===== config.mk =====
export PLATFORM = sky130hd
export DESIGN_NAME = ioctl_sdram_upload
export DESIGN_NICKNAME = d
export VERILOG_FILES = /design/src/rtl/ioctl_upload_pkg.sv /design/src/rtl/sdr_toggle_port.sv /design/src/rtl/ioctl_sdram_upload.sv
export SDC_FILE = /design/constraint.sdc
export NUM_CORES = 1
export LEC_CHECK = 0
export CAP_MARGIN = 40
export CORE_MARGIN = 3
export CORE_UTILIZATION = 50
export CTS_BUF_LIST = sky130_fd_sc_hd__clkbuf_16
export CTS_CLUSTER_SIZE = 14
export DETAILED_ROUTE_END_ITERATION = 12
export PLACE_DENSITY = 0.74
export SETUP_SLACK_MARGIN = 0.2
export SLEW_MARGIN = 20
export SYNTH_ARGS = -nofsm -noshare
export SYNTH_HDL_FRONTEND = slang
export SYNTH_SLANG_ARGS = --single-unit

===== constraint.sdc =====
create_clock -name clk_sys -period 3.2 [get_ports clk_sys]
set_input_delay 0.64 -clock clk_sys [delete_from_list [all_inputs] [get_ports clk_sys]]
set_output_delay 0.64 -clock clk_sys [all_outputs]
set_load 0.01 [all_outputs]

===== src/rtl/ioctl_upload_pkg.sv =====
// Shared types and helpers for the ioctl upload (SDRAM read-back) path.
package ioctl_upload_pkg;

   typedef enum logic [1:0] {
      SYNC,
      IDLE,
      FETCH
   } state_t;

   localparam logic [7:0] UPLOAD_INDEX_DEFAULT = 8'd4;

   // addr[0]=0 selects the low byte, matching the download wrl/wrh mapping
   function automatic logic [7:0] byte_lane(input logic [15:0] word, input logic hi);
      return hi ? word[15:8] : word[7:0];
   endfunction

endpackage


===== src/rtl/sdr_toggle_port.sv =====
// Toggle-style SDRAM request port: owns req/ack handshake, word address and completion.
module sdr_toggle_port #(
   parameter int AW = 24
)(
   input  logic          clk_sys,
   input  logic          reset_n,
   input  logic          align,
   input  logic          start,
   input  logic [AW-1:0] start_addr,
   input  logic          sdr_ack,
   output logic          sdr_req,
   output logic [AW-1:0] sdr_addr,
   output logic          done,
   output logic          busy
);

   assign done = busy & (sdr_ack == sdr_req);

   // NOTE: sequential state uses non-blocking assignments so every register samples pre-edge values.
   always_ff @(posedge clk_sys or negedge reset_n) begin
      if (!reset_n) begin
         sdr_req  <= 1'b0;
         sdr_addr <= '0;
         busy     <= 1'b0;
      end else if (align) begin
         // Abandon any outstanding request by making req equal ack again
         sdr_req <= sdr_ack;
         busy    <= 1'b0;
      end else if (start) begin
         sdr_addr <= start_addr;
         sdr_req  <= ~sdr_req;
         busy     <= 1'b1;
      end else if (done) begin
         busy <= 1'b0;
      end
   end

endmodule


===== src/rtl/ioctl_sdram_upload.sv =====
// Serves HPS ioctl upload byte reads from SDRAM through a one-word cache.
// Optional fetch timeout with sticky err flag: define UPLOAD_TIMEOUT_EN.
module ioctl_sdram_upload
   import ioctl_upload_pkg::*;
#(
   parameter logic [7:0]  UPLOAD_INDEX   = UPLOAD_INDEX_DEFAULT,
   parameter logic [23:0] SDR_BASE       = 24'h0,
   parameter int          TIMEOUT_CYCLES = 1024
)(
   input  logic        clk_sys,
   input  logic        reset_n,
   input  logic        ioctl_upload,
   input  logic [7:0]  ioctl_index,
   input  logic        ioctl_rd,
   input  logic [24:0] ioctl_addr,
   output logic [7:0]  ioctl_din,
   output logic        ioctl_wait,
   output logic [23:0] sdr_addr,
   output logic        sdr_req,
   input  logic        sdr_ack,
   input  logic [15:0] sdr_dout,
   output logic        busy,
   output logic        err
);

   state_t      state;
   logic        upload_q;
   logic        cache_valid;
   logic [23:0] cache_tag;
   logic [15:0] cache_word;
   logic [23:0] rd_tag;
   logic        rd_lane;
   logic        discard;

   logic [23:0] rd_word;
   logic        rd_ok, hit, upload_rise;
   logic        port_start, port_align, port_done, timeout;

   assign rd_word     = ioctl_addr[24:1];
   assign rd_ok       = ioctl_rd & ioctl_upload & (ioctl_index == UPLOAD_INDEX);
   assign upload_rise = ioctl_upload & ~upload_q;
   assign hit         = cache_valid & ~upload_rise & (cache_tag == rd_word);
   assign port_start  = (state == IDLE) & rd_ok & ~hit;
   assign port_align  = (state == SYNC) | timeout;

   sdr_toggle_port #(.AW(24)) u_port (
      .clk_sys    (clk_sys),
      .reset_n    (reset_n),
      .align      (port_align),
      .start      (port_start),
      .start_addr (rd_word + SDR_BASE),
      .sdr_ack    (sdr_ack),
      .sdr_req    (sdr_req),
      .sdr_addr   (sdr_addr),
      .done       (port_done),
      .busy       (busy)
   );

   // A fetch in flight is exactly the time the HPS must be stalled
   assign ioctl_wait = busy;

`ifdef UPLOAD_TIMEOUT_EN
   localparam int             TW       = $clog2(TIMEOUT_CYCLES + 1);
   localparam logic [TW-1:0]  TMO_LAST = TW'(TIMEOUT_CYCLES - 1);

   logic [TW-1:0] tmo_cnt;

   assign timeout = (state == FETCH) & ~port_done & (tmo_cnt == TMO_LAST);

   always_ff @(posedge clk_sys or negedge reset_n) begin
      if (!reset_n) begin
         tmo_cnt <= '0;
         err     <= 1'b0;
      end else begin
         if (port_start)
            tmo_cnt <= '0;
         else if (state == FETCH)
            tmo_cnt <= tmo_cnt + TW'(1);
         if (timeout)
            err <= 1'b1;
      end
   end
`else
   logic unused_timeout_cfg;
   assign unused_timeout_cfg = (TIMEOUT_CYCLES > 0);
   assign timeout            = 1'b0;
   assign err                = 1'b0;
`endif

   always_ff @(posedge clk_sys or negedge reset_n) begin
      if (!reset_n) begin
         state       <= SYNC;
         ioctl_din   <= 8'h00;
         upload_q    <= 1'b0;
         cache_valid <= 1'b0;
         cache_tag   <= '0;
         cache_word  <= '0;
         rd_tag      <= '0;
         rd_lane     <= 1'b0;
         discard     <= 1'b0;
      end else begin
         upload_q <= ioctl_upload;
         if (upload_rise)
            cache_valid <= 1'b0;

         case (state)
            SYNC: state <= IDLE;

            IDLE: begin
               if (rd_ok) begin
                  if (hit) begin
                     ioctl_din <= byte_lane(cache_word, ioctl_addr[0]);
                  end else begin
                     rd_tag      <= rd_word;
                     rd_lane     <= ioctl_addr[0];
                     discard     <= 1'b0;
                     cache_valid <= 1'b0;
                     state       <= FETCH;
                  end
               end
            end

            FETCH: begin
               // The handshake cannot be cancelled, so an aborted upload only drops the data
               if (!ioctl_upload)
                  discard <= 1'b1;
               if (port_done) begin
                  state <= IDLE;
                  if (!discard && ioctl_upload) begin
                     cache_valid <= 1'b1;
                     cache_tag   <= rd_tag;
                     cache_word  <= sdr_dout;
                     ioctl_din   <= byte_lane(sdr_dout, rd_lane);
                  end
               end else if (timeout) begin
                  ioctl_din <= 8'hFF;
                  state     <= IDLE;
               end
            end

            default: state <= SYNC;
         endcase
      end
   end

endmodule


Word level (Yosys, flattened, before mapping):

Index checks and enable logic that the tools add are counted.

* register bits: 104
* bits in latches: 0
* memory bits (writable): 0
* ROM bits: 0
* bits of input ports: 54
* output and inout bits: 36
* word-level logic and storage cells: 74
* memories kept: 0

* add/sub/neg operators: 0
* $mul: 0
* div/mod/pow operators: 0
* $lt $le $gt $ge: 0
* equality and inequality tests: 11
* shift-type cells: 0
* muxes and demuxes: 26
* bitwise gates (word level): 13
* reduce and logical (&&, ||, !) cells: 12

Operator list (count)
* two-way mux 8 bit: 6
* equality test 24 bit: 1
* case mux 8 bit (2 select lines): 1
* two-way mux 1 bit: 13
* != test 2 bit (second input constant): 6
* AND reduction 3 bit: 3
* AND 1 bit: 8
* equality test 8 x 3 -> 1 bit (second input constant): 1
* two-way mux 2 bit: 3
* case mux 2 bit (3 select lines): 1
* inverter 1 bit: 5
* AND reduction 5 bit: 1
* case mux 1 bit (2 select lines): 2
* AND reduction 4 bit: 1
* nonzero test 2 bit: 2
* nonzero test 3 bit: 1
* equality test 2 x 1 -> 1 bit (second input constant): 1
* equality test 2 bit (second input constant): 1
* zero test 2 bit: 1
* AND reduction 2 bit: 1
* equality test 1 bit: 1
* logical AND 1 bit: 1
* zero test 1 bit: 1

Logic depth before layout (Yosys ltp):

* depth after elaboration: 9
* mapped depth: 7
* gate-level depth less buffers: 6

Cells and area by module:

From an unflattened synthesis, not the netlist that was laid out.

* cell total of the unflattened synthesis: 415
* area, all modules: 4882.2 µm²

Modules (own cells, without submodules)
* ioctl_sdram_upload: instances 1, cells an instance 354, area each 3783.6 µm², sequential area each 1951.9 µm²
* sdr_toggle_port: instances 1, cells an instance 61, area each 1098.6 µm², sequential area each 650.6 µm²

Least setup slack after synthesis:

Ideal clock, no wire load.

* path kind: input -> register
* start point: input ioctl_addr[15]
* end point: register rd_lane
* setup time: 0.128 ns
* arrival time: 2.111 ns
* required time: 3.072 ns
* setup slack: 0.961 ns
* stages: 7
* path buffers: 2
* cells stage by stage: xnor2_1 -> nand4_1 -> nor4_4 -> a21o_1 -> buf_4 -> buf_6 -> mux2_1

* longest elaborated chain between the ends: 4

Ends and longest elaborated chain
* from (decl): RTL line ioctl_sdram_upload.sv:15 `input logic [24:0] ioctl_addr,`
* equality test 24 bit: RTL line ioctl_sdram_upload.sv:42 `assign hit = cache_valid & ~upload_rise & (cache_tag == rd_word);`
* AND 1 bit: RTL line ioctl_sdram_upload.sv:42
* inverter 1 bit (no line)
* AND reduction 3 bit (no line)
* to (signal assigned): RTL line ioctl_sdram_upload.sv:115 `rd_lane <= ioctl_addr[0];`
* to (decl): RTL line ioctl_sdram_upload.sv:32 `logic rd_lane;`

No other way between the ends.
A chain may end at the register's enable or synchronous reset.

Worst setup path in the final report:

* start point: input ioctl_upload
* end point: register ioctl_din[1]

* longest elaborated chain between the ends: 6
* elaborated cells between the ends (all ways): 11
* those cells by class: 3 x eq/ne; 6 x bitwise; 2 x reduce/logical

Ends and longest elaborated chain
* from (decl): RTL line ioctl_sdram_upload.sv:12 `input logic ioctl_upload,`
* AND 1 bit: RTL line ioctl_sdram_upload.sv:41 `assign upload_rise = ioctl_upload & ~upload_q;`
* inverter 1 bit: RTL line ioctl_sdram_upload.sv:42
* AND 1 bit (2 in series): RTL line ioctl_sdram_upload.sv:42
* != test 2 bit (no line)
* AND reduction 5 bit (no line) *
* to (signal assigned): RTL line ioctl_sdram_upload.sv:112 `ioctl_din <= byte_lane(cache_word, ioctl_addr[0]);`
* to (signal assigned): RTL line ioctl_sdram_upload.sv:133 `ioctl_din <= byte_lane(sdr_dout, rd_lane);`
* to (decl): RTL line ioctl_sdram_upload.sv:16 `output logic [7:0] ioctl_din,`

Mark *: on every way between the ends. The rest lies on a longest branch, timed or not.

==> results.json <==
{
  "slew_headroom_pct": 54.8,
  "period_minus_slack_ns": 2.63,
  "die_y_um": 104,
  "crit_type": "in2reg",
  "async_reset_ff_share_pct": 100,
  "ys.flop_type": "dfrtp_1",
  "cts_sinks": 104,
  "period_share_pct": 82.2,
  "initialDrtViolationCount": 158,
  "num_rows": 35,
  "holdBufCountCts": 0,
  "cts_buffers": 9,
  "reg2reg_depth": 6,
  "ios": 90,
  "synth_nets": 424,
  "p_sw_w": 0.000862,
  "p_clk_share_pct": 33.0,
  "ant_nets": 0,
  "r2r_slack_ns": 0.90,
  "die_w_um": 104,
  "core-area_um2": 9330,
  "synth_area_um2": 4840,
  "gr-total-overflow": 0,
  "cts_setup_buffers": 0,
  "synth.distinct_cells": 37,
  "wirelength_um": 10000,
  "power_leakage_nw": 2.79,
  "fin_cells": 590,
  "dp.cells": 574,
  "hold_viol": 0,
  "comb_power_share_pct": 19.9,
  "outcome": "finished clean",
  "fmax_mhz": 380,
  "ctsLongestPathBuffers": 2,
  "via_per_inst": 5.39,
  "r2r_start": "state[1]$_DFFE_PN0P_",
  "grt_usage_pct": 19.2,
  "cts-root-buf": "clkbuf_16",
  "intPower_w": 0.00224,
  "crit_end": "ioctl_din[1]$_DFFE_PN0P_",
  "num_vias": 3180,
  "rsz0062_at_grt": "false",
  "start_util_pct": 51.9,
  "ys_ff_latch": 104,
  "antenna_found_initial": 0,
  "h-tree-depth": 3,
  "grt-busiest-layer": "met2",
  "drtPass1Iterations": 5,
  "crit_fanout": 8,
  "diodes": 0,
  "cp-end-kind": "flip-flop",
  "use_met3_pct": 3.10,
  "r2r_end": "rd_tag[9]$_DFFE_PN0P_",
  "pwr_density_cell_nw_per_um2": 503,
  "grt_start_max_net_pins": 59,
  "setup.worst_path.start_class": "input pin",
  "clock_latency_ns": 0.34,
  "clk_pin_slew_ns": 0.07,
  "use_met2_pct": 31.0,
  "p_seq_share_pct": 47.0,
  "crit_arrival_ns": 2.88,
  "maxSlewViolCount": 0,
  "cts_tree": "yes",
  "crit_required_ns": 3.45,
  "grtUsageMet1_pct": 26.1,
  "postSynthAreaPerCell_um2": 13.2,
  "setup_violations": 0,
  "synth_cells": 367,
  "skew_ns": 0.0124,
  "seq_area_frac_synth_pct": 53.8,
  "critPathLaunch": "ioctl_upload",
  "grt_pass1_wl_um": 17000,
  "drc": 0,
  "hp-class": "in2async",
  "cts_resized": 0,
  "finalWeightedCongestion": 0.782,
  "portBuffers": 88,
  "fin_setup_tns_ns": 0,
  "drv_cap": 0,
  "die_area_um2": 10900,
  "nets": 513,
  "switching_share_pct": 27.8,
  "area_growth_pct": 27.4,
  "grt_pass1_vias": 3417,
  "avgRoutedWirePerCell_um": 17.0,
  "drive_above_1_share_pct": 21.5,
  "ys_warn_count": 0,
  "worst_pin_slew_ns": 0.678,
  "synth_edf_count": 0,
  "dp_hpwl_um": 7130,
  "max-vdd-ir-drop_mv": 0.301
}
==> worst min-delay path by stage <==
stage,slack (ns),endpoint
2_1_floorplan,0.34,cache_tag[0]$_DFFE_PN0P_
3_3_place_gp,0.47,rd_tag[1]$_DFFE_PN0P_
3_5_place_dp,0.48,rd_tag[0]$_DFFE_PN0P_
4_1_cts,0.13,state[0]$_DFFE_PN0P_
5_1_grt,0.13,state[0]$_DFFE_PN0P_
6_report,0.14,state[0]$_DFFE_PN0P_
==> layout by cell type, fill, tap and decap left out, drive strengths merged <==
cell,count
a211oi,9
a21boi,1
a21o,1
a21oi,14
a22o,1
a22oi,2
and3,1
buf,10
clkbuf,9
clkdlybuf4s50,87
clkinv,2
clkinvlp,2
conb,1
dfrtp,104
ha,3
inv,7
mux2,89
mux2i,8
nand2,23
nand2b,3
nand3,3
nand3b,1
nand4,8
nor2,1
nor2b,11
nor3,5
nor4,2
nor4bb,1
o211ai,17
o21ai,6
o221ai,1
or3,2
or4,1
xnor2,25
==> power groups by stage <==
stage	Clock [W]	Sequential [W]	Combinational (W)
6_report	0.00102	0.00146	0.000618
3_5_place_dp	0	0.00148	0.000616
5_1_grt	0.00110	0.00147	0.000687
2_1_floorplan	0	0.00149	0.000305
3_3_place_gp	0	0.00148	0.000592
4_1_cts	0.00105	0.00146	0.000622
==> cells by family (layout without fill, tap and decap cells) <==
kind of cell    count (synthesis)  after routing  synth area share (%)
buf+inv                        23            117                  2.64
xor+xnor                       25             25                  4.53
compound gates                 52             52                  7.16
mux                            97             97                  23.9
simple gates                   62             62                  7.11
fa+ha+maj                       3              3                 0.776
flops                         104            104                  53.8
other cells                     1              1                0.0775
==> sequential cells by signal, indices dropped and copies added, names as in the netlist <==
register	cells
u_port.busy	1
cache_word	16
u_port.sdr_addr	24
u_port.sdr_req	1
cache_valid	1
ioctl_din	8
state	2
cache_tag	24
rd_lane	1
discard	1
upload_q	1
rd_tag	24
==> synth_stat cells (8+ instances only) <==
cell,n,area share (%)
mux2_2,50,12
xnor2_1,25,4.5
dfrtp_1,104,54
mux2i_1,8,1.7
nand4_1,8,1.0
clkbuf_1,12,0.93
nand2_1,23,1.8
nor2b_1,11,1.4
a21oi_1,13,1.3
o211ai_1,17,2.6
a211oi_1,9,1.4
mux2_4,20,6.2
mux2_1,19,4.4
==> stage by stage <==
step	power [W]	hold slack, ns	setup WS (ns)	cell area [um^2]	utilization [%]
floorplan	0.00180	0.344	0.961	4840	-
CTS	0.00313	0.128	0.617	6160	66.1
global placement	0.00207	0.469	0.287	5860	62.8
global route	0.00326	0.135	0.301	6160	66.1
detailed placement	0.00210	0.477	0.281	5890	63.1
finish	0.00310	0.135	0.570	6160	66.1
==> layer usage <==
layer / part of all wire (%) / wire length [um] / up-vias
li1: - / - / 1503
met1: 45 / 4510 / 1577
met2: 49 / 4930 / 88
met3: 4.1 / 406 / 12
met4: 1.7 / 171 / 0
met5: 0 / 0 / -
==> critical path, cell delays in order <==
cell             delay (ns)
clkdlybuf4s50_1        0.54
nor4bb_1               0.45
nand3_1                0.30
a22oi_1                0.64
nand2_1                0.12
o211ai_1               0.19
==> layout make-up <==
type / instances / area, um^2
multi-input cells: 240 / 2120
clock inverters: 7 / 53.8
repair buffers: 97 / 991
well taps: 129 / 161
flip-flops and latches: 104 / 2600
inverters: 4 / 15.0
fillers: 709 / 3160
clock buffers: 9 / 225
Power figures use the tool's default switching activity.
